<file path="config.mk">
export PLATFORM = sky130hd
export DESIGN_NAME = pcs_rx_block_lock
export DESIGN_NICKNAME = d
export VERILOG_FILES = /design/src/rtl/pcs_rx_block_lock.sv
export SDC_FILE = /design/constraint.sdc
export NUM_CORES = 1
export LEC_CHECK = 0
export ABC_CLOCK_PERIOD_IN_PS = 4100
export CAP_MARGIN = 20
export CORE_ASPECT_RATIO = 0.5
export CORE_UTILIZATION = 51
export DETAILED_ROUTE_END_ITERATION = 12
export PLACE_DENSITY = 0.7
export SLEW_MARGIN = 15
export SYNTH_ARGS = -nofsm -noshare
export SYNTH_HDL_FRONTEND = slang
export SYNTH_SLANG_ARGS = --single-unit
</file>
<file path="constraint.sdc">
create_clock -name clk -period 4.1 [get_ports clk]
set_input_delay 0.82 -clock clk [delete_from_list [all_inputs] [get_ports clk]]
set_output_delay 0.82 -clock clk [all_outputs]
set_load 0.02 [all_outputs]
</file>
<file path="src/rtl/pcs_rx_block_lock.sv">
// pcs_rx_block_lock: per-lane 66b sync-header block lock FSM with gearbox slip control
module pcs_rx_block_lock #(
  parameter int LANE_N      = 4,
  parameter int HEAD_W      = 2,
  parameter int LOCK_CNT_N  = 64,
  parameter int INVLD_MAX_N = 16,
  parameter int SLIP_WAIT_N = 4
) (
  input  logic                       clk,
  input  logic                       nreset,
  input  logic [LANE_N-1:0]          serdes_v_i,
  input  logic [LANE_N*HEAD_W-1:0]   serdes_head_i,
  output logic [LANE_N-1:0]          gearbox_slip_o,
  output logic [LANE_N-1:0]          block_lock_o,
  output logic                       all_lock_o
);
  localparam int SH_W = $clog2(LOCK_CNT_N + 1);
  localparam int IV_W = $clog2(INVLD_MAX_N + 1);
  localparam int WT_W = $clog2(SLIP_WAIT_N + 1);
  typedef enum logic {TEST, SLIP_WAIT} state_t;
  for (genvar g = 0; g < LANE_N; g++) begin : g_lane
    state_t            state, state_nx;
    logic [SH_W-1:0]   sh, sh_nx;
    logic [IV_W-1:0]   iv, iv_nx;
    logic [WT_W-1:0]   wt, wt_nx;
    logic              lock, lock_nx, slip, slip_nx;
    logic [HEAD_W-1:0] head;
    logic              hv, wait_done;
    assign head      = serdes_head_i[g*HEAD_W +: HEAD_W];
    assign hv        = head == HEAD_W'(1) || head == HEAD_W'(2);
    assign wait_done = wt == WT_W'(SLIP_WAIT_N - 1);
    // lane state, counters and registered outputs
    always_ff @(posedge clk) begin
      if (nreset) begin
        state <= TEST;
        sh    <= '0;
        iv    <= '0;
        wt    <= '0;
        lock  <= 1'b0;
        slip  <= 1'b0;
      end else begin
        state <= state_nx;
        sh    <= sh_nx;
        iv    <= iv_nx;
        wt    <= wt_nx;
        lock  <= lock_nx;
        slip  <= slip_nx;
      end
    end
    // next state: the wait runs on every clock, header evaluation only on beats; unlock beats window end
    always_comb begin
      state_nx = state;
      sh_nx    = sh;
      iv_nx    = iv;
      wt_nx    = wt;
      lock_nx  = lock;
      slip_nx  = 1'b0;
      if (state == SLIP_WAIT) begin
        wt_nx    = wait_done ? '0 : wt + WT_W'(1);
        state_nx = wait_done ? TEST : SLIP_WAIT;
      end else if (serdes_v_i[g]) begin
        if (!hv && (!lock || iv == IV_W'(INVLD_MAX_N - 1))) begin
          state_nx = SLIP_WAIT;
          slip_nx  = 1'b1;
          lock_nx  = 1'b0;
          sh_nx    = '0;
          iv_nx    = '0;
        end else if (sh == SH_W'(LOCK_CNT_N - 1)) begin
          lock_nx = 1'b1;
          sh_nx   = '0;
          iv_nx   = '0;
        end else begin
          sh_nx = sh + SH_W'(1);
          iv_nx = iv + IV_W'(!hv);
        end
      end
    end
    // per-lane outputs straight from registers
    always_comb begin
      gearbox_slip_o[g] = slip;
      block_lock_o[g]   = lock;
    end
  end
  // aggregate lock
  always_comb all_lock_o = &block_lock_o;
endmodule

</file>
==> summary.txt <==
Run status
  • Status: complete, no violations

Logic synthesis
  • Total standard cell area after synthesis: 3445 µm²
  • Count of synthesis-stage warnings from yosys: 0
  • Largest cells by area after synthesis: sky130_fd_sc_hd__dfxtp_1 42%, sky130_fd_sc_hd__ha_1 5.8%, sky130_fd_sc_hd__xor2_1 5.6%
  • Library cell occupying the most area in the post-synthesis netlist: sky130_fd_sc_hd__dfxtp_1
  • Post-synth top area share: 0.4185
  • Cell with the most instances after synthesis: sky130_fd_sc_hd__dfxtp_1
  • Async set or reset register ratio after synthesis: 0
  • Number of instances in the synthesized netlist: 363
  • Ys flop type: sky130_fd_sc_hd__dfxtp_1
  • Cell types with the highest counts after synthesis: 72 x sky130_fd_sc_hd__dfxtp_1, 30 x sky130_fd_sc_hd__nand2_1, 22 x sky130_fd_sc_hd__a211oi_1, 22 x sky130_fd_sc_hd__xor2_1, 19 x sky130_fd_sc_hd__nor2_1
  • Synthesized area divided by synthesized cell count: 9.489 µm²
  • Share of the yosys chip area belonging to registers: 0.4185
  • Total nets after synthesis: 393
  • Synthesized flop and latch total: 72
  • Unique cell type count in the Yosys netlist: 51
  • EDFF count, synth: 0

Critical path
  • Slowest cell on crit path: sky130_fd_sc_hd__clkdlybuf4s50_1
  • R2R Setup Slk: 2120 ps
  • Reg2reg start: g_lane[2].state
  • Cell breakdown of the critical path: inv_1 > nor4_1 > clkdlybuf4s50_1
  • CP Launch Type: register
  • Required @ worst endpoint: 3280 ps
  • Critical path class: reg -> out
  • Critical path arrival: 1740 ps
  • CP peak stage delay: 670 ps
  • Crit Path Max Fanout: 4
  • CP endpoint kind: output pin
  • Cell depth of the worst flop-to-flop path: 4
  • Reg2reg end: g_lane[2].sh[6]

Power and ir drop
  • Leakage: 1.420 nW
  • IR Drop Worst-Case VDD: 0.0002307 V
  • Power consumption: 1.680 mW
  • Power density over cell area: 427.2 nW/µm²

Timing
  • TNS Setup: 0 ps
  • Max-slew headroom at the worst pin: 0.3038
  • Hold Slack: 448.4 ps
  • Final number of hold-violating endpoints: 0
  • Shortest clock period the worst path allows after layout: 2561 ps
  • Max-slew violation count: 0
  • Share of the cycle needed by the critical path after routing: 0.6246
  • # setup viols final: 0
  • Unrepaired setup endpoints after global routing: no
  • Worst-Margin Slew: 1042 ps
  • Final worst-path setup slack: 1539 ps
  • Highest achievable clock rate: 0.3905 GHz
  • Clock Skew: 4.468 ps

CTS
  • Root Buffer: sky130_fd_sc_hd__clkbuf_16
  • Cts repair resizes: 0
  • TritonCTS clock tree: yes
  • Hold-fix buffer count after cts: 0
  • Setup Fix Bufs, Post-CTS: 0
  • Clock slew at reported path FFs: 50 ps
  • Maximum level of the CTS H-tree: 3
  • CTS sink cnt: 72
  • Cts bufs inserted: 9
  • Clock network latency to the later pin of the worst-skew pair: 330 ps
  • Buffer levels on the longest clock path: 2

Final layout
  • Utilization after layout: 0.6263
  • Cell area after layout: 3934 µm²
  • Number of nets in the layout: 404
  • Total inserted antenna cells: 0
  • Area of the multi-input gates: 1819 µm²
  • Flip-flop and latch area: 1441 µm²
  • Layout fillers: 529
  • Area Overhead vs Synth: 14.20%
  • Final std cells w/o fill: 466
  • Share of post-route cells with drive strength above 1: 0.1032

Placement
  • Final GP Congestion: 0.7688
  • Minimum setup slack after placement: 1211 ps
  • DP Wirelength: 4.573 mm
  • Quantity of I/O buffers inserted on ports: 22
  • Number of placed instances, taps included: 451
  • Total cell area at the placement stage: 3627 µm²

Route
  • Routed wirelength normalized by instance count: 14.30 µm
  • Remaining number of nets flagged by the antenna check after routing: 0
  • Vias: 2,605
  • DR iter-0 viols: 139
  • Number of optimization iterations in the first detailed-route pass: 4
  • # DRC: 0
  • Average vias per placed instance: 5.590
  • Wirelength, routed: 6.664 mm

Die
  • Die footprint: 7107 µm²
  • Placeable core region: 6281 µm²
  • Initial standard-cell utilization of the core: 0.5484
  • Floorplan row count: 20
  • I/O pin count: 23
  • Horizontal extent of the die: 118.2 µm
  • Die Y: 60.11 µm

GRT
  • First-pass GRT wire length: 11.37 mm
  • Via count of the first global-routing pass: 2,520
  • Pin count of the biggest net entering global routing: 60
  • GRT Overall Usage: 0.2083
  • Residual overflow from global routing: 0
  • Number of antenna violations at the first check in global routing: 0

Job
  • Number of max-cap violations: 0

Worst hold path
  • Worst Hold Endpoint: g_lane[1].sh[6]
  • Worst hold path depth: 2
  • Class of the most critical hold timing path: reg -> reg
  • Launch instance of the worst min-delay path: g_lane[1].sh[6]
-- layout by cell type, fill, tap and decap left out, drive strengths merged, types with 9 or more instances in the layout --
| cell type | n |
|---|---|
| clkdlybuf4s50 | 21 |
| ha | 16 |
| a21oi | 18 |
| nand2 | 30 |
| nor2 | 19 |
| o21ai | 12 |
| clkbuf | 12 |
| xor2 | 22 |
| nand4 | 13 |
| nand3 | 9 |
| nand2b | 10 |
| a211oi | 23 |
| dfxtp | 72 |
| xnor2 | 10 |
| nor3 | 13 |
-- how the worst max path moves through the flow --
| stage | from | to | slack [ps] | cells past startpoint |
|---|---|---|---|---|
| 4_1_cts | g_lane[3].lock | all_lock_o | 1530 | 3 |
| 5_1_grt | g_lane[0].lock | all_lock_o | 1380 | 3 |
| 6_report | g_lane[2].lock | all_lock_o | 1540 | 3 |
| 3_3_place_gp | serdes_v_i[2] | g_lane[2].sh[4] | 1400 | 5 |
| 3_5_place_dp | serdes_v_i[2] | g_lane[2].sh[6] | 1210 | 5 |
| 2_1_floorplan | g_lane[0].lock | all_lock_o | 2160 | 2 |
-- flip-flops by register name, summed over array words and instances, names as in the netlist --
name	cells
g_lane.slip	4
g_lane.wt	12
g_lane.sh	28
g_lane.iv	20
g_lane.lock	4
g_lane.state	4
-- final cells by class --
class / count / area share
multi-input combinational: 260 / 0.4625
sequential: 72 / 0.3664
clock buffer: 12 / 0.06775
timing repair buffer: 24 / 0.05852
tap: 88 / 0.02799
clock inverter: 3 / 0.01018
inverter: 7 / 0.006679
-- layer usage --
metal | GRT usage | vias up | share of wire
li1 | - | 1321 | -
met5 | 0 | - | 0
met3 | 0.07729 | 13 | 0.042
met2 | 0.3664 | 44 | 0.46
met1 | 0.2395 | 1227 | 0.48
met4 | 0.07143 | 0 | 0.015
-- power by group --
part / switching, mW / internal, mW
registers: 0.0188 / 0.721
clock network: 0.277 / 0.514
logic: 0.0870 / 0.0621
total: 0.383 / 1.30
-- worst max-delay path, delay by kind of cell, from the launching register on --
family	cells	cell delay, ps
buffers and inverters	2	800
flip-flops	1	360
AND/OR/NAND/NOR	1	250
-- cells by family (layout without fill, tap and decap cells) --
family,count (synthesis),after routing,share of synthesized area
simple gates,127,127,0.1998
compound gates,77,77,0.1642
flops,72,72,0.4185
xor+xnor,32,32,0.08136
buf+inv,31,46,0.05340
fa+ha+maj,16,16,0.05812
mux,8,8,0.02470
No activity file was read; power rests on OpenSTA's default activity.
==> RTL edit (same flow settings) <==
Add an input register stage for `serdes_v_i` and `serdes_head_i`; this delays them by one clock.
--- a/src/rtl/pcs_rx_block_lock.sv
+++ b/src/rtl/pcs_rx_block_lock.sv
@@ -20,2 +20,11 @@
   typedef enum logic {TEST, SLIP_WAIT} state_t;
+
+  logic [LANE_N-1:0] serdes_v_q;
+  logic [LANE_N*HEAD_W-1:0] serdes_head_q;
+
+  always_ff @(posedge clk) begin
+    serdes_v_q    <= serdes_v_i;
+    serdes_head_q <= serdes_head_i;
+  end
+
   for (genvar g = 0; g < LANE_N; g++) begin : g_lane
@@ -28,3 +37,3 @@
     logic              hv, wait_done;
-    assign head      = serdes_head_i[g*HEAD_W +: HEAD_W];
+    assign head      = serdes_head_q[g*HEAD_W +: HEAD_W];
     assign hv        = head == HEAD_W'(1) || head == HEAD_W'(2);
@@ -60,3 +69,3 @@
         state_nx = wait_done ? TEST : SLIP_WAIT;
-      end else if (serdes_v_i[g]) begin
+      end else if (serdes_v_q[g]) begin
         if (!hv && (!lock || iv == IV_W'(INVLD_MAX_N - 1))) begin
Formal check against the unedited RTL: not equivalent (a bounded check fails within 4 cycles, from zero or initial values and one cycle with nreset high).
==> RTL edit against the original RTL <==
  * Core utilization is 0.41 points higher
  * Sequential cell count is 12 higher
  * Area after synthesis is 0.69% lower
  * Clock power is 5.7% lower
  * Die area is 0.67% lower
  * Count of clock-buffer cells in the layout is 3 higher
  * Critical endpoint unchanged
  * Sequential share of layout area is 6.0 points higher
  * Power is 3.6% higher
  * Routed wire length is 9.6% lower
  * Cell area is 0.25% higher
  * Clock skew is 0.0015 ns higher
  * Cell count is 1.3% higher
  * Worst setup slack better by 0.082 ns
==> RTL edit: results <==
set metrics [dict create \
    outcome "finished, final reports clean" \
    fillerInstances 523 \
    synthesis.area_per_instance_um2 9.48 \
    post_synth_main_area_contributors "sky130_fd_sc_hd__dfxtp_1 49%, sky130_fd_sc_hd__ha_1 5.9%, sky130_fd_sc_hd__nor2_1 5.5%" \
    nets 409 \
    timing.critical_path.arrival_ns 1.66 \
    worst_setup_path_startpoint "g_lane[3].lock" \
    cpPeakStageDelay_ns 0.62 \
    synth_xor_area_share_pct 8.96 \
    power.ir.vdd_worst_mv 0.232 \
    drt_iter0_drc 143 \
    drive_above_1_share_pct 6.77 \
    total_leakage_power_nw 1.45 \
    comb_power_share_pct 7.4 \
    synth_area_in_compound_gates_pct 9.29 \
    gp_congestion 0.817 \
    synth_common_cells "84 x sky130_fd_sc_hd__dfxtp_1, 50 x sky130_fd_sc_hd__nor2_1, 32 x sky130_fd_sc_hd__nand2_1" \
    mappedNetlistNets 391 \
    startpoint_of_the_most_critical_register_to_register_path "serdes_v_q[2]" \
    largest_net_degree_at_the_start_of_global_routing 22 \
    worst_min_delay_path_startpoint "g_lane[0].wt[2]" \
    grt.met2_usage_pct 33.6 \
    wirelength_um 6020 \
    grt_util_met3_pct 6.68 \
    global_route.usage.total_pct 19.4 \
    power_density_nw_per_um2 442 \
    via_count_of_the_first_global_routing_pass 2432 \
    met1_usage_pct 23.0 \
    crit_family "buffers and inverters" \
    htreeDepth 3 \
    critPathMaxFanout 5 \
    reg2reg_to "g_lane[2].sh[5]" \
    m1WireLength_um 2910 \
    post-route-min-period_ns 2.48 \
    hpwlAfterDp_um 4350 \
    post_synth_fa_ha_maj_area_fraction_pct 5.85 \
    clock_insertion_delay_worst_skew_ns 0.32 \
    met3RoutedLength_um 178 \
    whs_ns 0.436 \
    sequential_area_share_after_synthesis_pct 49.2 \
    yosys.cell_types.count 40 \
    place.detailed.instances 456 \
    fin_worst_skew_ns 0.00599 \
    numCtsBuffers 9 \
    final_cell_count_no_fill 472 \
    detailed_place.area_um2 3660 \
    reg2reg_slack_ns 2.30 \
    avg_vias_per_cell 5.24 \
    relSlewSlack_pct 43.1 \
    r2r_depth 5 \
    met2WireLength_um 2860 \
    power.sequential.total_uw 867 \
    placement.setup.worst_slack_ns 1.74 \
    grt_first_pass_wirelength_um 10600 \
    hold_path_end "g_lane[0].wt[2]" \
    switching_share_pct 21.8 \
    multiplexer_fraction_of_the_synthesized_cell_area_pct 1.90 \
]
## RTL edit: how the worst max path moves through the flow
stage | to | slack (ns)
3_3_place_gp | g_lane[2].sh[0] | 1.80
3_5_place_dp | g_lane[2].iv[2] | 1.74
2_1_floorplan | g_lane[3].iv[2] | 2.53
4_1_cts | all_lock_o | 1.60
5_1_grt | all_lock_o | 1.56
6_report | all_lock_o | 1.62
## RTL edit: layout make-up
| cell class | instances | area [um^2] | area share, % |
|---|---|---|---|
| Clock inverter | 1 | 5.00 | 0.127 |
| Tap cell | 88 | 110 | 2.79 |
| Timing Repair Buffer | 24 | 235 | 5.96 |
| Inverter | 9 | 33.8 | 0.857 |
| Multi-Input combinational cell | 251 | 1600 | 40.6 |
| Clock buffer | 15 | 278 | 7.04 |
| Sequential cell | 84 | 1680 | 42.6 |
## RTL edit: worst register-to-register path: cells and delay by family, from the launching register on
kind,cells,cell delay (ns)
flops,1,0.36
xor+xnor,1,0.13
simple gates,4,1.18
